[config.mk]
export PLATFORM = sky130hd
export DESIGN_NAME = sensor_conditioner
export DESIGN_NICKNAME = d
export VERILOG_FILES = /design/src/rtl/sensor_conditioner.sv
export SDC_FILE = /design/constraint.sdc
export NUM_CORES = 1
export LEC_CHECK = 0
export BUFFER_PORTS_ARGS = -buffer_cell sky130_fd_sc_hd__buf_2
export CAP_MARGIN = 10
export CORE_UTILIZATION = 65
export DETAILED_ROUTE_END_ITERATION = 12
export PLACE_DENSITY = 0.88
export SLEW_MARGIN = 20
export SYNTH_ARGS = -nofsm -noshare
export SYNTH_HDL_FRONTEND = slang
export SYNTH_SLANG_ARGS = --single-unit
[constraint.sdc]
create_clock -name clk -period 5.3 [get_ports clk]
set_input_delay 0.795 -clock clk [delete_from_list [all_inputs] [get_ports clk]]
set_output_delay 0.795 -clock clk [all_outputs]
set_load 0.1 [all_outputs]
[src/rtl/sensor_conditioner.sv]
// Input conditioning ahead of homeSystem: synchronize and debounce the door/window/fire
// sensors, and sample and average the temperature so heater/cooler decisions stay steady.
module sensor_conditioner #(
  parameter int DEB_CYCLES = 4,
  parameter int SAMPLE_DIV = 8
) (
  input  logic       clk,
  input  logic       rst,
  input  logic       raw_fd,
  input  logic       raw_rd,
  input  logic       raw_w,
  input  logic       raw_fa,
  input  logic [6:0] raw_st,
  output logic       sfd,
  output logic       srd,
  output logic       sw,
  output logic       sfa,
  output logic [6:0] st,
  output logic       st_valid,
  output logic       evt
);

  localparam logic [7:0] DEB_TC  = 8'(DEB_CYCLES - 1);
  localparam logic [7:0] DIV_TC  = 8'(SAMPLE_DIV - 1);
  localparam logic [6:0] ST_RST  = 7'd55;
  localparam int         FA      = 3;

  // Binary sensors are packed as {fa, w, rd, fd}
  logic [3:0] r_sync1, r_sync2;
  logic [3:0] r_out;
  logic [7:0] r_cnt [4];
  logic       r_evt;

  logic [3:0] w_out_nxt;
  logic [7:0] w_cnt_nxt [4];

  logic [6:0] r_st_s1, r_st_s2;
  logic [7:0] r_div;
  logic       r_tick_d;
  logic [6:0] r_buf [4];
  logic [2:0] r_fill;
  logic [6:0] r_st;
  logic       r_st_valid;

  logic       w_tick;
  logic [8:0] w_sum;
  logic [6:0] w_avg;

  always_comb begin
    for (int i = 0; i < 4; i++) begin
      w_out_nxt[i] = r_out[i];
      w_cnt_nxt[i] = r_cnt[i];
      if (r_sync2[i] == r_out[i]) begin
        w_cnt_nxt[i] = 8'd0;
      end else if (i == FA && r_sync2[i]) begin
        // Fire alarm asserts without waiting out the debounce window
        w_out_nxt[i] = 1'b1;
        w_cnt_nxt[i] = 8'd0;
      end else if (r_cnt[i] == DEB_TC) begin
        w_out_nxt[i] = r_sync2[i];
        w_cnt_nxt[i] = 8'd0;
      end else begin
        w_cnt_nxt[i] = r_cnt[i] + 8'd1;
      end
    end
  end

  assign w_tick = (r_div == DIV_TC);
  assign w_sum  = 9'(r_buf[0]) + 9'(r_buf[1]) + 9'(r_buf[2]) + 9'(r_buf[3]);
  assign w_avg  = 7'(w_sum >> 2);

  always_ff @(posedge clk) begin
    if (!rst) begin
      r_sync1    <= '0;
      r_sync2    <= '0;
      r_out      <= '0;
      r_evt      <= 1'b0;
      for (int i = 0; i < 4; i++) begin
        r_cnt[i] <= '0;
        r_buf[i] <= '0;
      end
      r_st_s1    <= '0;
      r_st_s2    <= '0;
      r_div      <= '0;
      r_tick_d   <= 1'b0;
      r_fill     <= '0;
      r_st       <= ST_RST;
      r_st_valid <= 1'b0;
    end else begin
      r_sync1 <= {raw_fa, raw_w, raw_rd, raw_fd};
      r_sync2 <= r_sync1;
      r_out   <= w_out_nxt;
      r_evt   <= (w_out_nxt != r_out);
      for (int i = 0; i < 4; i++) begin
        r_cnt[i] <= w_cnt_nxt[i];
      end

      r_st_s1  <= raw_st;
      r_st_s2  <= r_st_s1;
      r_div    <= w_tick ? 8'd0 : r_div + 8'd1;
      r_tick_d <= w_tick;
      if (w_tick) begin
        r_buf[0] <= r_st_s2;
        r_buf[1] <= r_buf[0];
        r_buf[2] <= r_buf[1];
        r_buf[3] <= r_buf[2];
        if (r_fill != 3'd4) r_fill <= r_fill + 3'd1;
      end
      if (r_tick_d && r_fill == 3'd4) begin
        r_st       <= w_avg;
        r_st_valid <= 1'b1;
      end
    end
  end

  assign sfd      = r_out[0];
  assign srd      = r_out[1];
  assign sw       = r_out[2];
  assign sfa      = r_out[FA];
  assign evt      = r_evt;
  assign st       = r_st;
  assign st_valid = r_st_valid;

endmodule

# Word level (Yosys, flattened, before mapping)
# Memory sizes are Yosys's and may differ from the RTL's.
# Index checks and enable logic that the tools add are counted.
[word_totals]
ff_bits = 47
ram_bits = 60
in_bits = 13
n_memories = 2
[memory_table]
columns = ["name", "depth", "width", "rd", "rd_ports_with_merged_regs", "wr", "line", "text"]
rows = [
  ["r_cnt", 4, 8, 4, 0, 4, "31", "logic [7:0] r_cnt [4];"],
  ["r_buf", 4, 7, 4, 0, 4, "40", "logic [6:0] r_buf [4];"],
]
[classes]
add_sub_neg = 9
eq_ne = 12
muxes = 31
bitwise_logic = 9
reduce_logical = 3
[ops]
columns = ["op", "count"]
rows = [
  ["8-bit two-way mux", 13],
  ["8-bit by 1-bit adder with 8-bit output (second input constant)", 5],
  ["8-bit by 2-bit == test with 1-bit output (second input constant)", 4],
  ["7-bit two-way mux", 4],
  ["1-bit two-way mux", 14],
  ["8-bit by 7-bit adder with 9-bit output", 1],
  ["9-bit by 7-bit adder with 9-bit output", 1],
  ["7-bit by 7-bit adder with 8-bit output", 1],
  ["8-bit by 3-bit == test with 1-bit output (second input constant)", 1],
  ["1-bit bitwise OR", 8],
  ["1-bit == test", 4],
  ["4-bit inequality test", 1],
  ["3-bit by 1-bit adder with 3-bit output (second input constant)", 1],
  ["3-bit == test (second input constant)", 1],
  ["3-bit inequality test (second input constant)", 1],
  ["2-bit AND reduction", 1],
  ["2-bit OR reduction", 1],
  ["1-bit logical AND", 1],
  ["1-bit inverter", 1],
]

# Depth between registers and ports, before layout
[depth]
depth_word = 5
mapped_depth = 11
mapped_depth_nobuf = 11

# Worst setup path after synthesis
# Ideal clock, no wire load.
[synth_timing]
path_kind = "register to register"
from = "mem r_buf[0][1]"
to = "reg r_st[5], in the netlist st[5]"
setup_time_ns = 0.139
arrival_ns = 2.565
setup_slack_ns = 2.596
path_stages_with_launch = 12
n_path_buf = 0
path_cell_list = "edfxtp_1 inv_1 fa_1 inv_1 fa_1 and3b_1 fa_1 a21o_1 a21boi_0 o21bai_1 xnor2_1 o211ai_1"
[synth_lines]
columns = ["item", "line", "text"]
rows = [
  ["start, declared", "40", ""],
  ["end signal, assigned", "110", "r_st <= w_avg;"],
  ["end, declared", "42", "logic [6:0] r_st;"],
]

==> results.md <==
* Hold endpoint: r_st_s2[4]$_SDFF_PN0_
* CTS Buf Count at 9
* Max Slew Vio Count at 0
* Clock transition at the registers of the reported paths at 0.10 ns
* Min-delay src: r_st_s1[4]$_SDFF_PN0_
* Synthesized-area fraction occupied by adder cells at 10.1%
* Worst hold stages at 1
* Period utilisation layout at around 55%
* Psw at between 0.3 and 0.4 mW
* Synth Area in Compound Gates at under 10%
* Comb pwr share at 8.2%
* Drt first pass iters at 4
* Reg2reg setup slack at 2.41 ns
* Hold buffers post-CTS at 0
* CTS Root Cell: clkbuf_8
* Worst Tran Pin Value at roughly 0.58 ns
* Cell taking the most area after synthesis: dfxtp_1
* Pwr Total at 1.41 mW
* Pwr per Cell Area at 289 mW/mm^2
* Unrepaired setup endpoints after global routing: no
* Pint at 1.08 mW
* Most common cell in the netlist: dfxtp_1
* Yosys cell types at 37
* Largest family of logic cells by synthesized area: simple AND/OR/NAND/NOR gates
* Post-synthesis sequential area ratio at 53.7%
* Xor and xnor area share after synthesis at 7.76%
* Setup violations, final at 0
* Fmax at roughly 350 MHz
* Top FF cell, synth: dfxtp_1
* Worst skew pair latency at between 0.3 and 0.4 ns
* Clock power share at 30.4%
* Htree depth at 3
* Fin util at 74.5%
* Core box area at 0.00653 mm^2
* Critical path class: register to register
* Global-route wire length before repair at 12,100 um
* DRT antenna net count at 0
* Area grow syn2layout at 7.90%
* Area contributors post-synth: dfxtp_1 (35%), edfxtp_1 (19%), fa_1 (6.2%)
* CP Data Required Time at 5.52 ns
* # nets final at 489
* Grt ovf at 0
* Syn Area/Cell at 10.7 um^2
* VDD IR-drop max at between 0.2 and 0.3 mV
* # Post-CTS Setup Buffers at 0
* Skew final at between 0.01 and 0.015 ns
* Post-Route Setup TNS at 0 ns
* WL final at about 6900 um
* Via density at ~5.4
* Synth Area in Simple Gates at 20.5%
* CTS tree: done
* Crit path launch type: register
* R2R depth at 11
* Max Cap Viol at 0
* Yosys warns at 0
* Post-synth top cells: dfxtp_1 (79), nor2_1 (42), and3_1 (38)
* Gr usage total at about a fifth
* Hold Violations, Final at 0
* DRC violations left at 0
* Longest Clk Path Bufs at 2
* GPL Wtd Cong at 0.824
* WP data arrival at between 3 and 4 ns
* Min Clock Period, post-route at between 2 and 3 ns
* Sw frac at a little under a quarter
* Mux share of post-synthesis cell area at less than 1%
* Post-synthesis net count at 462
* Cells after Synth at 421
* Die W at 85.3 um
* I/O Buffers at 25
* Setup crit end kind: register
* Core Rows at 29
* Layout cell share with drive strength beyond 1 at 9.71%
* Flop pwr share at roughly 61%
* FF-to-FF Start: r_buf[0][8]$_SDFFCE_PN0P_
* Minimum hold slack at 0.443 ns
* Yosys top cell area share at a little over a third
* Via count at 2,855
* Largest net degree at the start of global routing at 76
* Leakage at 2.13 nW
* Reg2reg end: st[5]$_SDFFE_PN1P_
* Max-slew headroom at 61.5%
* Initial antenna violation count at 0
* Hold Path Class: register to register
* DP Wirelength at 4650 um
* Clock Sinks at 107
* Outcome: finished clean
* CTS resizes at 0
* Antenna Cells at 0
* Max Fanout on Critical Path at 2
* IO Pins at 26
* Die Area at between 0.007 and 0.008 mm^2
* Number of synthesized register bits at 107
* Number of flops mapped to enable cells by yosys at 28
* Wire per inst at 13.0 um
* Mapped cell area at 0.00451 mm^2
* Async SR Flop Fraction at 0%
* Vias in the first global route at 2,800
* Number of DRC markers in iteration 0 at roughly 120
* Die H at 85.3 um
* Starting Density at a little under 70%
-- area by class of cell --
class | instances | area [um^2]
clock buffer | 10 | 128
clock inverter | 6 | 38.8
fill | 446 | 1660
inverter | 34 | 128
multi-input combinational | 268 | 1910
sequential | 107 | 2420
tap | 77 | 96.3
timing repair buffer | 28 | 148
-- worst max path at each step --
stage,cells past startpoint,from,slack (ns),end
after floorplan,11,r_buf[0][1]$_SDFFCE_PN0P_,2.60,st[5]$_SDFFE_PN1P_
after global placement,11,r_buf[0][1]$_SDFFCE_PN0P_,2.51,st[5]$_SDFFE_PN1P_
after detailed placement,11,r_buf[0][1]$_SDFFCE_PN0P_,2.41,st[5]$_SDFFE_PN1P_
after CTS,11,r_buf[0][8]$_SDFFCE_PN0P_,2.41,st[5]$_SDFFE_PN1P_
after global routing,11,r_buf[0][1]$_SDFFCE_PN0P_,2.27,st[5]$_SDFFE_PN1P_
final,11,r_buf[0][8]$_SDFFCE_PN0P_,2.41,st[5]$_SDFFE_PN1P_
-- placed cells by master (no fill, tap or decap), types with 5 or more instances in the layout --
cell,n
dfxtp_1,79
nor2_1,42
and3_1,38
inv_1,34
nand3_1,30
and2_1,28
edfxtp_1,28
buf_2,25
xor2_1,23
xnor2_1,17
nand2_1,16
fa_1,14
ha_1,14
clkbuf_8,9
o21ai_0,5
o211ai_1,5
-- through the flow --
stage               setup slack, ns  area (um^2)  std cells
finish                         2.41         4870        530
floorplan                      2.60         4510        421
CTS                            2.41         4870        530
global route                   2.27         4870        530
detailed placement             2.41         4700        514
global placement               2.51         4700        514
-- power by group through the flow --
stage | combinational, mW | clock, mW | sequential (mW)
6_report | 0.115 | 0.427 | 0.864
5_1_grt | 0.131 | 0.473 | 0.866
4_1_cts | 0.116 | 0.440 | 0.864
3_5_place_dp | 0.114 | 0 | 0.883
3_3_place_gp | 0.107 | 0 | 0.881
2_1_floorplan | 0.0872 | 0 | 0.881
-- state kept, by name, summed over array words and instances, names as in the netlist --
register  count
r_div         8
r_sync1       4
st_valid      1
r_st_s2       7
r_out         4
st            7
evt           1
r_cnt        32
r_tick_d      1
r_sync2       4
r_st_s1       7
r_fill        3
r_buf        28
-- routing by layer --
metal	track usage [%]	up-vias	routed length [um]	part of all wire (%)
li1	-	1449	-	-
met1	26.1	1346	3100	45
met2	36.4	49	3440	50
met3	6.52	11	233	3.4
met4	6.36	0	101	1.5
met5	0	-	0	0
-- critical path, stage by stage (launching register included) --
cell and delay (ns):
edfxtp_1 0.38, inv_1 0.07, fa_1 0.50, inv_1 0.06, fa_1 0.43, and3b_1 0.20, fa_1 0.40, a21o_1 0.19
a21boi_0 0.19, o21bai_1 0.11, xnor2_1 0.13, o211ai_1 0.09
-- kinds of logic (layout without fill, tap and decap cells) --
kind of cell / count (synthesis) / in the layout
and+or+nand+nor: 175 / 175
xor gates and xnor gates: 40 / 40
DFF: 107 / 107
muxes: 4 / 4
buffers and inverters: 46 / 78
AOI/OAI and AO/OA: 21 / 21
adders and majority gates: 28 / 28
Power figures use the tool's default switching activity.
